## config.mk

```make
export PLATFORM = sky130hd
export DESIGN_NAME = fpu_add_normalize
export DESIGN_NICKNAME = d
export VERILOG_FILES = /design/src/rtl/fpu_pkg.sv /design/src/rtl/fpu_lzc.sv /design/src/rtl/fpu_add_normalize.sv
export SDC_FILE = /design/constraint.sdc
export NUM_CORES = 1
export LEC_CHECK = 0
export CAP_MARGIN = 10
export CORE_MARGIN = 2
export CORE_UTILIZATION = 55
export DETAILED_ROUTE_END_ITERATION = 10
export DONT_BUFFER_PORTS = 1
export HOLD_SLACK_MARGIN = 0.1
export PLACE_DENSITY = 0.81
export REMOVE_ABC_BUFFERS = 1
export SETUP_SLACK_MARGIN = 0.3
export SKIP_CTS_REPAIR_TIMING = 1
export SYNTH_ARGS = -nofsm -noshare
export SYNTH_HDL_FRONTEND = slang
export SYNTH_HIERARCHICAL = 1
export SYNTH_SLANG_ARGS = --single-unit
```

## constraint.sdc

```tcl
create_clock -name clk -period 7.63 [get_ports clk]
set_input_delay 1.1445 -clock clk [delete_from_list [all_inputs] [get_ports clk]]
set_output_delay 1.1445 -clock clk [all_outputs]
set_load 0.02 [all_outputs]
```

## src/rtl/fpu_pkg.sv

```systemverilog
// Shared floating-point format helpers for the adder datapath.
// Selects single or double precision field widths from one bit.
package fpu_pkg;

    localparam int SP_EXP_W = 8;
    localparam int SP_MAN_W = 23;
    localparam int DP_EXP_W = 11;
    localparam int DP_MAN_W = 52;

    typedef struct packed {
        logic overflow;
        logic underflow;
        logic zero;
    } fpu_flags_t;

    function automatic int fpu_exp_w(input bit dbl);
        return dbl ? DP_EXP_W : SP_EXP_W;
    endfunction

    function automatic int fpu_man_w(input bit dbl);
        return dbl ? DP_MAN_W : SP_MAN_W;
    endfunction

    function automatic int fpu_size(input bit dbl);
        return 1 + fpu_exp_w(dbl) + fpu_man_w(dbl);
    endfunction

endpackage

```

## src/rtl/fpu_lzc.sv

```systemverilog
// Combinational leading-zero counter; returns WIDTH when the input is all zeros.
module fpu_lzc #(
    parameter int WIDTH = 24,
    localparam int CNT_W = $clog2(WIDTH + 1)
) (
    input  logic [WIDTH-1:0] value,
    output logic [CNT_W-1:0] count
);

    // Ascending scan so the most significant set bit is the last to write.
    always_comb begin
        count = CNT_W'(WIDTH);
        for (int i = 0; i < WIDTH; i++) begin
            if (value[i]) begin
                count = CNT_W'(WIDTH - 1 - i);
            end
        end
    end

endmodule

```

## src/rtl/fpu_add_normalize.sv

```systemverilog
// Two-stage post-add normalizer producing a packed IEEE-754 word (truncating).
// Optional status flags are built when FPU_NORM_FLAGS_EN is defined.
module fpu_add_normalize
    import fpu_pkg::*;
#(
    parameter bit double = 1'b0,
    localparam int EXP_W = fpu_exp_w(double),
    localparam int MAN_W = fpu_man_w(double),
    localparam int SIZE  = fpu_size(double)
) (
    input  logic             clk,
    input  logic             rst,
    input  logic             in_valid,
    output logic             in_ready,
    input  logic             in_sign,
    input  logic [EXP_W-1:0] in_exp,
    input  logic [MAN_W+1:0] in_mant,
    output logic             out_valid,
    input  logic             out_ready,
    output logic [SIZE-1:0]  out_result
`ifdef FPU_NORM_FLAGS_EN
    ,
    output logic [2:0]       out_flags
`endif
);

    localparam int LZ_W = $clog2(MAN_W + 2);
    localparam logic [EXP_W-1:0] EXP_ALL1 = '1;

    logic             s2_adv;
    logic             s1_adv;
    logic [LZ_W-1:0]  lz_next;

    logic             s1_valid_reg;
    logic             s1_sign_reg;
    logic [EXP_W-1:0] s1_exp_reg;
    logic [MAN_W:0]   s1_mant_reg;
    logic             s1_carry_reg;
    logic             s1_zero_reg;
    logic             s1_inf_reg;
    logic [LZ_W-1:0]  s1_lz_reg;

    logic             out_valid_reg;
    logic [SIZE-1:0]  out_result_reg;
    logic [SIZE-1:0]  result_next;

    logic [EXP_W:0]   exp_ext;
    logic [EXP_W:0]   lz_ext;
    logic [EXP_W:0]   exp_inc;
    logic [EXP_W-1:0] exp_sub;
    logic [MAN_W-1:0] frac_shift;

    assign s2_adv   = !out_valid_reg || out_ready;
    assign s1_adv   = !s1_valid_reg || s2_adv;
    assign in_ready = s1_adv;

    fpu_lzc #(
        .WIDTH (MAN_W + 1)
    ) u_lzc (
        .value (in_mant[MAN_W:0]),
        .count (lz_next)
    );

    always_ff @(posedge clk or posedge rst) begin
        if (rst) begin
            s1_valid_reg <= 1'b0;
            s1_sign_reg  <= 1'b0;
            s1_exp_reg   <= '0;
            s1_mant_reg  <= '0;
            s1_carry_reg <= 1'b0;
            s1_zero_reg  <= 1'b0;
            s1_inf_reg   <= 1'b0;
            s1_lz_reg    <= '0;
        end else if (s1_adv) begin
            s1_valid_reg <= in_valid;
            if (in_valid) begin
                s1_sign_reg  <= in_sign;
                s1_exp_reg   <= in_exp;
                s1_mant_reg  <= in_mant[MAN_W:0];
                s1_carry_reg <= in_mant[MAN_W+1];
                s1_zero_reg  <= (in_mant == '0);
                s1_inf_reg   <= (in_exp == EXP_ALL1);
                s1_lz_reg    <= lz_next;
            end
        end
    end

    // Exponent math is one bit wider than the field so nothing wraps.
    assign exp_ext    = {1'b0, s1_exp_reg};
    assign lz_ext     = (EXP_W + 1)'(s1_lz_reg);
    assign exp_inc    = exp_ext + 1'b1;
    assign exp_sub    = EXP_W'(exp_ext - lz_ext);
    assign frac_shift = MAN_W'(s1_mant_reg << s1_lz_reg);

`ifdef FPU_NORM_FLAGS_EN
    fpu_flags_t flags_next;
    fpu_flags_t flags_reg;
`endif

    always_comb begin
        result_next = '0;
`ifdef FPU_NORM_FLAGS_EN
        flags_next  = '0;
`endif
        if (s1_inf_reg) begin
            result_next = {s1_sign_reg, EXP_ALL1, {MAN_W{1'b0}}};
`ifdef FPU_NORM_FLAGS_EN
            flags_next.overflow = 1'b1;
`endif
        end else if (s1_zero_reg) begin
            result_next = '0;
`ifdef FPU_NORM_FLAGS_EN
            flags_next.zero = 1'b1;
`endif
        end else if (s1_carry_reg) begin
            if (exp_inc == {1'b0, EXP_ALL1}) begin
                result_next = {s1_sign_reg, EXP_ALL1, {MAN_W{1'b0}}};
`ifdef FPU_NORM_FLAGS_EN
                flags_next.overflow = 1'b1;
`endif
            end else begin
                result_next = {s1_sign_reg, exp_inc[EXP_W-1:0], s1_mant_reg[MAN_W:1]};
            end
        end else if (lz_ext < exp_ext) begin
            result_next = {s1_sign_reg, exp_sub, frac_shift};
        end else begin
            // No denormal support: anything that would need one flushes to signed zero.
            result_next = {s1_sign_reg, {(SIZE-1){1'b0}}};
`ifdef FPU_NORM_FLAGS_EN
            flags_next.underflow = 1'b1;
`endif
        end
    end

    always_ff @(posedge clk or posedge rst) begin
        if (rst) begin
            out_valid_reg  <= 1'b0;
            out_result_reg <= '0;
        end else if (s2_adv) begin
            out_valid_reg <= s1_valid_reg;
            if (s1_valid_reg) begin
                out_result_reg <= result_next;
            end
        end
    end

`ifdef FPU_NORM_FLAGS_EN
    always_ff @(posedge clk or posedge rst) begin
        if (rst) begin
            flags_reg <= '0;
        end else if (s2_adv && s1_valid_reg) begin
            flags_reg <= flags_next;
        end
    end

    assign out_flags = flags_reg;
`endif

    assign out_valid  = out_valid_reg;
    assign out_result = out_result_reg;

endmodule

```

==> results by group, run 1 <==
Logic synthesis
  • Top-area cell type share of the netlist area: 0.382
  • Largest area contributor in the netlist: dfrtp_1
  • Top cells by area, synth: dfrtp_1 (38%), mux2_2 (12%), mux4_2 (4.6%)
  • Yosys warns: 6
  • Post-synth EDFFs: 0
  • Seq cells post-synth: 75
  • Cell count after synthesis: 481
  • Synth cell types: 67
  • Register area share after synthesis: 0.382
  • Mapped Area: 4910 sq um
  • Most frequent cell after synthesis: dfrtp_1
  • Dominant synthesized flop cell: dfrtp_1
  • Commonest cells in the netlist: dfrtp_1 (75), mux2_2 (52), nor2_1 (42), o21ai_0 (33), nand2_1 (24)
  • Syn Area/Cell: 10.2 sq um
  • FFs w/ async S/R, synth: 1.00

GRT
  • Vias in the first global route: 3926
  • GR Util met3: 0.0660
  • Top Usage Layer GRT: met1
  • Grt met1 use: 0.397
  • Pin count of the biggest net entering global routing: 76
  • Total gr overflow: 0
  • Total GRT Usage: 0.268
  • Grt met2 use: 0.386
  • Antenna violations before repair: 0
  • First-pass GRT wire length: 20.7 mm

Cells and area
  • Area of the multi-input gates: 2820 sq um
  • Reg area: 1880 sq um
  • Layout Cells excl Fill: 582
  • Final Net Count: 515
  • P&R area growth vs syn: 5.69%
  • Fillers: 734
  • Antenna fix cells: 0
  • Layout cells sized above 1: 0.198
  • Post-layout util: 0.598
  • Max reg flops: 32

STA
  • RSZ-0062 raised after global routing: no
  • Slew @ Worst Pin: 929 ps
  • Final min period: 3280 ps
  • Slew HR: 0.381
  • Final slew viol count: 0
  • Final Setup Violations: 0
  • Post-Route Setup TNS: 0 ps
  • Max Freq: 0.305 GHz
  • Clock Skews: 5.78 ps
  • Fin crit share: 0.429
  • Final hold vios: 0

Clock tree
  • Clk slew on worst S/H paths: 80 ps
  • CTS tree: yes
  • H-tree Lvls: 3
  • CTS Buffer Depth: 2
  • Root buf cell: clkbuf_8
  • Clock Latency Late Sink: 350 ps
  • CTS Sinks: 75
  • TritonCTS Buffers: 9

Flow run
  • Max-Cap Viols: 0

Drt
  • First drt pass iteration count: 5
  • Routed via count: 4016
  • Antenna Nets Post-Route: 0
  • Residual DRC: 0
  • Vias per inst: 6.90
  • DRT iter0 DRCs: 354
  • Routed wire per std cell: 21.6 um
  • Routed WL: 12.5 mm

Worst setup path
  • Setup crit end kind: flop
  • CP Launch Type: flop
  • Worst EP arrival: 3580 ps
  • Worst Path Required: 7930 ps
  • Setup CP Type: reg2reg
  • Cells on worst reg2reg path: 8
  • Crit Path Max Fanout: 17

Die
  • Die Footprint: 9690 sq um
  • Ports: 72
  • Rows: 34
  • Initial Utilization: 0.565
  • Core ar.: 8680 sq um
  • Die Y: 98.5 um
  • Die width: 98.5 um

Hold path
  • Min-Delay Path Depth: 1
  • Min-Delay Path Class: reg2reg

Power
  • Power per cell area: 271 nW/um^2
  • Leak: 2.16 nW
  • Peak supply drop: 0.102 mV

Placement
  • Routability cong.: 1.04
  • Detail Placement HPWL: 9.19 mm
  • Post-placement cell count: 564
  • PortBufs: 0

Status
  • Status: finished, final reports clean
-- per-stage QoR --
step           setup slack [ps]  cell area (sq um)  hold slack, ps  total power [W]
2_1_floorplan              4580               4750             467         0.000924
3_3_place_gp               4540               4910             485          0.00102
3_5_place_dp               4450               4910             496          0.00103
4_1_cts                    4440               5150             513          0.00140
5_1_grt                    4050               5190             544          0.00148
6_report                   4350               5190             511          0.00140
-- final timing paths --
kind,end,from,slack (ps)
worst max-delay path,out_result[12]$_DFFE_PP0P_,s1_lz_reg[2]$_DFFE_PP0P_,4350
worst min-delay path,s1_sign_reg$_DFFE_PP0P_,s1_sign_reg$_DFFE_PP0P_,510
worst max register to register,out_result[12]$_DFFE_PP0P_,s1_lz_reg[2]$_DFFE_PP0P_,4350
worst min register to register,s1_sign_reg$_DFFE_PP0P_,s1_sign_reg$_DFFE_PP0P_,510
max in group asynchronous,out_result[6]$_DFFE_PP0P_,rst,6080
min in group asynchronous,s1_mant_reg[3]$_DFFE_PP0P_,rst,960
-- final cells by class --
cell class	count	area share
multi-input cells	363	0.543
flip-flops and latches	75	0.362
well taps	108	0.0261
clock buffers	9	0.0239
clock inverters	7	0.0224
repair buffers	5	0.0118
inverters	15	0.0109
-- placed cells by master (no fill, tap or decap), drive strengths merged, types with 6 or more instances in the layout --
cell type / n
clkbuf: 9
a21o: 6
a21oi: 19
a31oi: 7
nand2: 25
nor2b: 6
mux4: 12
mux2: 52
nand3: 11
mux2i: 16
a221o: 7
nor4: 13
dfrtp: 75
a22oi: 17
o21ai: 37
ha: 7
nand2b: 10
nor2: 43
inv: 13
nor3: 6
xor2: 7
-- power breakdown --
part / internal [W] / total, W / switching (W) / leakage [nW]
Clock: 0.000216 / 0.000369 / 0.000153 / 0.119
Sequential: 0.000480 / 0.000653 / 0.000173 / 0.909
Combinational: 0.000192 / 0.000382 / 0.000190 / 1.14
-- logic make-up after synthesis --
kind of cell             share of synthesized area
AND/OR/NAND/NOR                              0.139
adder cells (fa/ha/maj)                     0.0219
multiplexers                                 0.209
AO/OA/AOI/OAI                                0.190
buffers and inverters                       0.0436
XOR/XNOR                                    0.0143
flip-flops                                   0.382
-- per-layer routing --
metal | wire length [um] | part of all wire
met1 | 5570 | 0.44
met2 | 5670 | 0.45
met5 | 0 | 0
met4 | 223 | 0.018
met3 | 1090 | 0.087
-- worst max-delay path: stages (launching register included) --
cell      delay, ps
dfrtp_1         610
clkinv_1        600
ha_1            550
nand2b_1        110
a21o_1          230
a221oi_4        360
nand2_2         280
nor4_1          330
a221o_1         150
Note: power is estimated with default switching activity, not from simulation.
==> run 2: changes to the inputs <==
- ABC_AREA: default -> 1
- PLACE_DENSITY: 0.81 -> 0.84
- clock period: 7.63 -> 2.9 ns (I/O delays scaled with it)
==> results by group, run 2 <==
Cells and area
  • Max reg flops: 32 (unchanged)
  • Most common cell after layout, fill and taps aside: nand2_1
  • Antenna fix cells: 0 (unchanged)
  • Most frequent cells in the layout: nand2_1 (332), nand3_1 (130), dfrtp_1 (74)
  • Final Net Count: 847 (+64%)
  • Area of the multi-input gates: 2830 sq um (+0.62%)
  • P&R area growth vs syn: 4.33%
  • Layout cells sized above 1: 0.0583 (-0.140)
  • Reg area: 1880 sq um (about the same)
  • Post-layout util: 0.590 (-0.00736)
  • Fillers: 942 (+28%)

Status
  • Status: finished, final reports clean

Logic synthesis
  • Largest family of logic cells by synthesized area: simple AND/OR/NAND/NOR gates
  • Largest area contributor in the netlist: dfrtp_1
  • Mapped Area: 5230 sq um (+6.5%)
  • Post-synth EDFFs: 0 (unchanged)
  • Top cells by area, synth: dfrtp_1 (36%), nand2_1 (24%), nand3_1 (12%)
  • Cell count after synthesis: 818 (+70%)
  • Dominant synthesized flop cell: dfrtp_1
  • Most frequent cell after synthesis: nand2_1
  • Simple-Gate Fraction of Synth Area: 0.416 (+0.277)
  • XOR/XNOR Fraction of Synth Area: 0.00503 (-0.00925)
  • Compound-gate portion of the synthesized area: 0.101 (-0.0894)
  • Mux cell area share after synthesis: 0 (-0.209)
  • Adder-Cell Fraction of Synth Area: 0.0206 (-0.00134)
  • FFs w/ async S/R, synth: 1.00 (unchanged)
  • Yosys warns: 6 (unchanged)
  • Top-area cell type share of the netlist area: 0.359 (-0.0234)
  • Syn Area/Cell: 6.39 sq um (-37%)
  • Seq cells post-synth: 75 (unchanged)
  • Commonest cells in the netlist: nand2_1 (332), nand3_1 (130), dfrtp_1 (75), inv_1 (70), o21ai_0 (55)
  • Register area share after synthesis: 0.359 (-0.0234)
  • Synth cell types: 37 (-45%)

Die
  • Die width: 101 um (+3.1%)
  • Initial Utilization: 0.566 (about the same)
  • Rows: 35 (+2.9%)
  • Ports: 72 (unchanged)
  • Die Y: 101 um (+3.1%)
  • Core ar.: 9240 sq um (+6.5%)
  • Die Footprint: 10300 sq um (+6.3%)

Drt
  • Routed WL: 14.2 mm (+14%)
  • Routed via count: 5304 (+32%)
  • First drt pass iteration count: 6 (+1)
  • DRT iter0 DRCs: 550 (+55%)
  • Vias per inst: 5.67 (-18%)
  • Highest routed layer: met4
  • WL met1: 6.83 mm (+23%)
  • Antenna Nets Post-Route: 0 (unchanged)
  • Metal2 WL: 6.02 mm (+6.2%)
  • Routed wl met3: 1.21 mm (+11%)
  • Residual DRC: 0 (unchanged)
  • Routed wire per std cell: 15.2 um (-29%)

Clock tree
  • TritonCTS Buffers: 9 (unchanged)
  • Clk slew on worst S/H paths: 100 ps (+20 ps)
  • Clock Latency Late Sink: 370 ps (+20 ps)
  • CTS Buffer Depth: 2 (unchanged)
  • Root buf cell: clkbuf_8
  • CTS Sinks: 75 (unchanged)
  • H-tree Lvls: 3 (unchanged)
  • CTS tree: yes

STA
  • Final slew viol count: 0 (unchanged)
  • RSZ-0062 raised after global routing: no
  • Hold_ws: 64.9 ps (-446 ps)
  • Max Freq: 0.412 GHz (+35%)
  • Final hold vios: 0 (unchanged)
  • Final min period: 2430 ps (-846 ps)
  • Fin crit share: 0.838 (+0.409)
  • Slew HR: 0.432 (+0.0516)
  • Clock Skews: 20.4 ps (+14.7 ps)
  • Slew @ Worst Pin: 846 ps (-82.6 ps)
  • Final Setup Violations: 0 (unchanged)
  • Post-Route Setup TNS: 0 ps (unchanged)

Worst setup path
  • Family with the most delay on the worst path: simple AND/OR/NAND/NOR gates
  • CP Cell Sequence: inv_1 > ha_1 > fa_1 > o21ai_2 > nand2_1 > nand2_1 > nand3_2 > inv_1 > nand3_1 > nand2_1 > nand2_1 > nand2_1
  • Crit Path Max Fanout: 9 (-8)
  • Levels on crit path: 12 (+4)
  • Setup crit end kind: flop
  • Crit path to: out_result[12]$_DFFE_PP0P_
  • Setup CP Type: reg2reg
  • Critical Path Start: s1_exp_reg[0]$_DFFE_PP0P_
  • Most frequent CP cell: nand2_1
  • Worst R2R End: out_result[12]$_DFFE_PP0P_
  • Worst Path Required: 3190 ps (-4740 ps)
  • Worst EP arrival: 2720 ps (-860 ps)
  • Cells on worst reg2reg path: 12 (+4)
  • Slowest-stage cell, CP: fa_1
  • CP Launch Type: flop
  • Delay of the slowest critical-path stage: 430 ps (-180 ps)
  • Crit path buffers/inverters: 2 (+1)
  • R2r setup slk: 470 ps (-3880 ps)
  • Reg2reg start: s1_exp_reg[0]$_DFFE_PP0P_

Flow run
  • Max-Cap Viols: 0 (unchanged)

GRT
  • Pin count of the biggest net entering global routing: 48 (-37%)
  • Vias in the first global route: 4867 (+24%)
  • Total GRT Usage: 0.292 (+0.0237)
  • Antenna violations before repair: 0 (unchanged)
  • Total gr overflow: 0 (unchanged)
  • First-pass GRT wire length: 23.8 mm (+15%)

Placement
  • Detail Placement HPWL: 10.6 mm (+16%)
  • Routability cong.: 1.00 (-3.1%)
  • PortBufs: 0 (unchanged)

Power
  • Power per cell area: 684 nW/um^2 (+150%)
  • Leak: 2.89 nW (+33%)
  • Peak supply drop: 0.257 mV (+150%)

Hold path
  • Min-Delay Path Class: in2async
-- run 2: routing by layer --
layer  vias up  global-route usage
met4         0              0.0780
met3        18              0.0442
met2       256               0.413
li1       2623                   -
met5         -                   0
met1      2407               0.461
-- run 2: how the worst min path moves through the flow --
stage | start | endpoint | slack [ps] | cells after the start
floorplan | s1_sign_reg$_DFFE_PP0P_ | s1_sign_reg$_DFFE_PP0P_ | 440 | 2
global placement | s1_sign_reg$_DFFE_PP0P_ | s1_sign_reg$_DFFE_PP0P_ | 460 | 2
detailed placement | s1_sign_reg$_DFFE_PP0P_ | s1_sign_reg$_DFFE_PP0P_ | 470 | 2
CTS | rst | s1_valid_reg$_DFFE_PP0N_ | 90 | 1
global route | rst | out_valid$_DFFE_PP0P_ | 120 | 1
finish | rst | s1_valid_reg$_DFFE_PP0N_ | 60 | 1
-- run 2: cell type report --
class / instances / share of cell area
tap: 129 / 0.0296
multi-input combinational: 625 / 0.520
clock inverter: 7 / 0.0106
timing repair buffer: 12 / 0.0188
sequential: 75 / 0.344
inverter: 78 / 0.0544
clock buffer: 9 / 0.0227
-- run 2: kinds of logic (layout without fill, tap and decap cells) --
kind of cell | after synthesis | in the layout
xor+xnor | 3 | 3
buf+inv | 118 | 106
compound gates | 100 | 100
flops | 75 | 75
fa+ha+maj | 8 | 8
simple gates | 514 | 514
-- run 2: metrics by stage --
stage / std cells / setup slack, ps / instance area [sq um] / total power, W
2_1_floorplan: 778 / 212 / 5000 / 0.00260
3_3_place_gp: 919 / 640 / 5270 / 0.00294
3_5_place_dp: 919 / 549 / 5270 / 0.00296
4_1_cts: 935 / 521 / 5450 / 0.00372
5_1_grt: 935 / 315 / 5450 / 0.00401
6_report: 935 / 470 / 5450 / 0.00373
-- run 2: power by group --
part / leakage (nW) / total (W) / switching, W / internal (W)
clock network: 0.0829 / 0.000762 / 0.000441 / 0.000321
registers: 0.930 / 0.00175 / 0.000456 / 0.00130
logic: 1.87 / 0.00121 / 0.000806 / 0.000408
total: 2.89 / 0.00373 / 0.00170 / 0.00203
-- run 2: worst reg2reg max path, stage by stage (launching register included) --
cell,delay (ps)
dfrtp_1,400
inv_1,130
ha_1,240
fa_1,430
o21ai_2,220
nand2_1,70
nand2_1,90
nand3_2,150
inv_1,230
nand3_1,120
nand2_1,110
nand2_1,70
nand2_1,80
==> run 3: changes to the inputs <==
- PLACE_DENSITY: 0.84 -> 0.81
- clock period: 2.9 -> 2.32 ns (I/O delays scaled with it)
==> results by group, run 3 (synthesis results as in run 2) <==
Power
  • Comb power frac: 0.334 (+0.008)
  • Tot Pwr: 0.00511 W (+37%)
  • Peak supply drop: 0.318 mV (+24%)
  • Int Pwr: 0.00286 W (+41%)
  • Power per cell area: 863 nW/um^2 (+26%)
  • Leak: 3.08 nW (+6.6%)
  • Sw power: 0.00225 W (+32%)
  • Clock network power share: 0.233 (+0.029)
  • Switching share of total power: 0.440 (-0.0172)
  • Reg power frac: 0.433 (-0.037)

Worst setup path
  • Reg2reg start: s1_lz_reg[4]$_DFFE_PP0P_
  • Worst Path Required: 2620 ps (-570 ps)
  • Slowest-stage cell, CP: ha_2
  • Setup crit end kind: flop
  • Worst EP arrival: 2500 ps (-220 ps)
  • CP Launch Type: flop
  • Setup CP Type: reg2reg
  • Crit Path Max Fanout: 6 (-3)
  • CP Cell Sequence: clkinv_1 > ha_2 > nand2_1 > nor2_1 > nand2_1 > nand2_2 > nand2_2 > buf_6 > a21oi_1 > nand2_1 > nand2_1 > nand3_1 > nand2_1
  • Most frequent CP cell: nand2_1
  • Delay of the slowest critical-path stage: 410 ps (-20 ps)
  • Critical Path Start: s1_lz_reg[4]$_DFFE_PP0P_

STA
  • Slew @ Worst Pin: 908 ps (+62.4 ps)
  • Final min period: 2200 ps (-226 ps)
  • Final hold vios: 0 (unchanged)
  • Slew HR: 0.391 (-0.0418)
  • RSZ-0062 raised after global routing: yes
  • Final worst-path setup slack: 116 ps (-354 ps)
  • Final slew viol count: 0 (unchanged)
  • Final Setup Violations: 0 (unchanged)
  • Clock Skews: 20.0 ps (-0.407 ps)
  • Max Freq: 0.454 GHz (+10%)
  • Fin crit share: 0.950 (+0.112)
  • Hold_ws: 109 ps (+43.9 ps)

Status
  • Status: finished, final reports clean

Cells and area
  • Most frequent cells in the layout: nand2_1 (327), nand3_1 (120), dfrtp_1 (70)
  • Max reg flops: 32 (unchanged)
  • Antenna fix cells: 0 (unchanged)
  • P&R area growth vs syn: 13.3%
  • Most common cell after layout, fill and taps aside: nand2_1
  • Design area: 5920 sq um (+8.6%)
  • Final Net Count: 871 (+2.8%)
  • Layout cells sized above 1: 0.123 (+0.0646)
  • Layout Cells excl Fill: 959 (+2.6%)

Clock tree
  • CTS Buffer Depth: 2 (unchanged)
  • TritonCTS Buffers: 9 (unchanged)
  • Clk slew on worst S/H paths: 100 ps (about the same)
  • Clock Latency Late Sink: 370 ps (about the same)
  • CTS tree: yes
  • CTS Sinks: 75 (unchanged)
  • Root buf cell: clkbuf_8
  • H-tree Lvls: 3 (unchanged)

Placement
  • Post-placement cell count: 925 (+0.65%)
  • Detail Placement HPWL: 10.6 mm (-0.69%)
  • Routability cong.: 0.979 (-2.5%)
  • DP Area: 5310 sq um (+0.86%)
  • PortBufs: 0 (unchanged)
  • Dpl ws: 139 ps (-410 ps)

Hold path
  • Min-Delay Path Class: in2reg
  • Worst Hold Launch: in_exp[0]

GRT
  • Total gr overflow: 0 (unchanged)
  • First-pass GRT wire length: 23.9 mm (+0.49%)
  • Total GRT Usage: 0.292 (+0.000504)
  • Antenna violations before repair: 0 (unchanged)
  • Vias in the first global route: 5036 (+3.5%)
  • Pin count of the biggest net entering global routing: 76 (+58%)

Drt
  • First drt pass iteration count: 6 (unchanged)
  • DRT iter0 DRCs: 594 (+8.0%)
  • Residual DRC: 0 (unchanged)
  • Routed wire per std cell: 16.1 um (+5.9%)
  • Antenna Nets Post-Route: 0 (unchanged)
  • Routed via count: 5622 (+6.0%)
  • Routed WL: 15.5 mm (+8.6%)
  • Vias per inst: 5.86 (+3.3%)

Flow run
  • Max-Cap Viols: 0 (unchanged)

Die
  • Ports: 72 (unchanged)
  • Initial Utilization: 0.566 (unchanged)
  • Rows: 35 (unchanged)
  • Die width: 101 um (unchanged)
  • Core ar.: 9240 sq um (unchanged)
  • Die Y: 101 um (unchanged)
  • Die Footprint: 10300 sq um (unchanged)
-- run 3: final cells by class --
cell class,instances,area [sq um]
fillers,828,3320
multi-input cells,627,3050
flip-flops and latches,75,1880
inverters,78,303
repair buffers,34,297
well taps,129,161
clock buffers,9,124
clock inverters,7,108
-- run 3: worst max-delay path, delay by kind of cell (launching register included) --
family / cells / cell delay, ps
AO/OA/AOI/OAI: 1 / 200
adder cells (fa/ha/maj): 1 / 410
buffers and inverters: 2 / 250
flip-flops: 1 / 400
AND/OR/NAND/NOR: 9 / 900
-- run 3: metal layers --
metal | vias up | global-route usage | wire length, um
li1 | 2660 | - | -
met1 | 2593 | 0.442 | 6800
met2 | 312 | 0.428 | 6760
met3 | 57 | 0.0462 | 1380
met4 | 0 | 0.0925 | 523
met5 | - | 0 | 0
-- run 3: stage by stage --
step	TNS, ps	util
finish	0	0.641
floorplan	-9020	-
global placement	0	0.575
detailed placement	0	0.575
global route	0	0.641
CTS	0	0.600
-- run 3: path summary, 6_finish.rpt --
kind	slack (ps)	depth (start not counted)	end
worst max-delay path	120	13	out_result[16]$_DFFE_PP0P_
worst min-delay path	110	2	s1_exp_reg[0]$_DFFE_PP0P_
worst max register to register	120	13	out_result[16]$_DFFE_PP0P_
worst min register to register	480	2	s1_sign_reg$_DFFE_PP0P_
max in group asynchronous	1440	3	s1_lz_reg[4]$_DFFE_PP0P_
min in group asynchronous	510	3	s1_valid_reg$_DFFE_PP0N_
-- run 3: power groups by stage --
stage	clock [W]	combinational, W	sequential (W)
after global routing	0.00126	0.00194	0.00225
after CTS	0.00120	0.00151	0.00219
after global placement	0	0.00147	0.00221
final	0.00119	0.00171	0.00221
after floorplan	0	0.00109	0.00215
after detailed placement	0	0.00150	0.00222
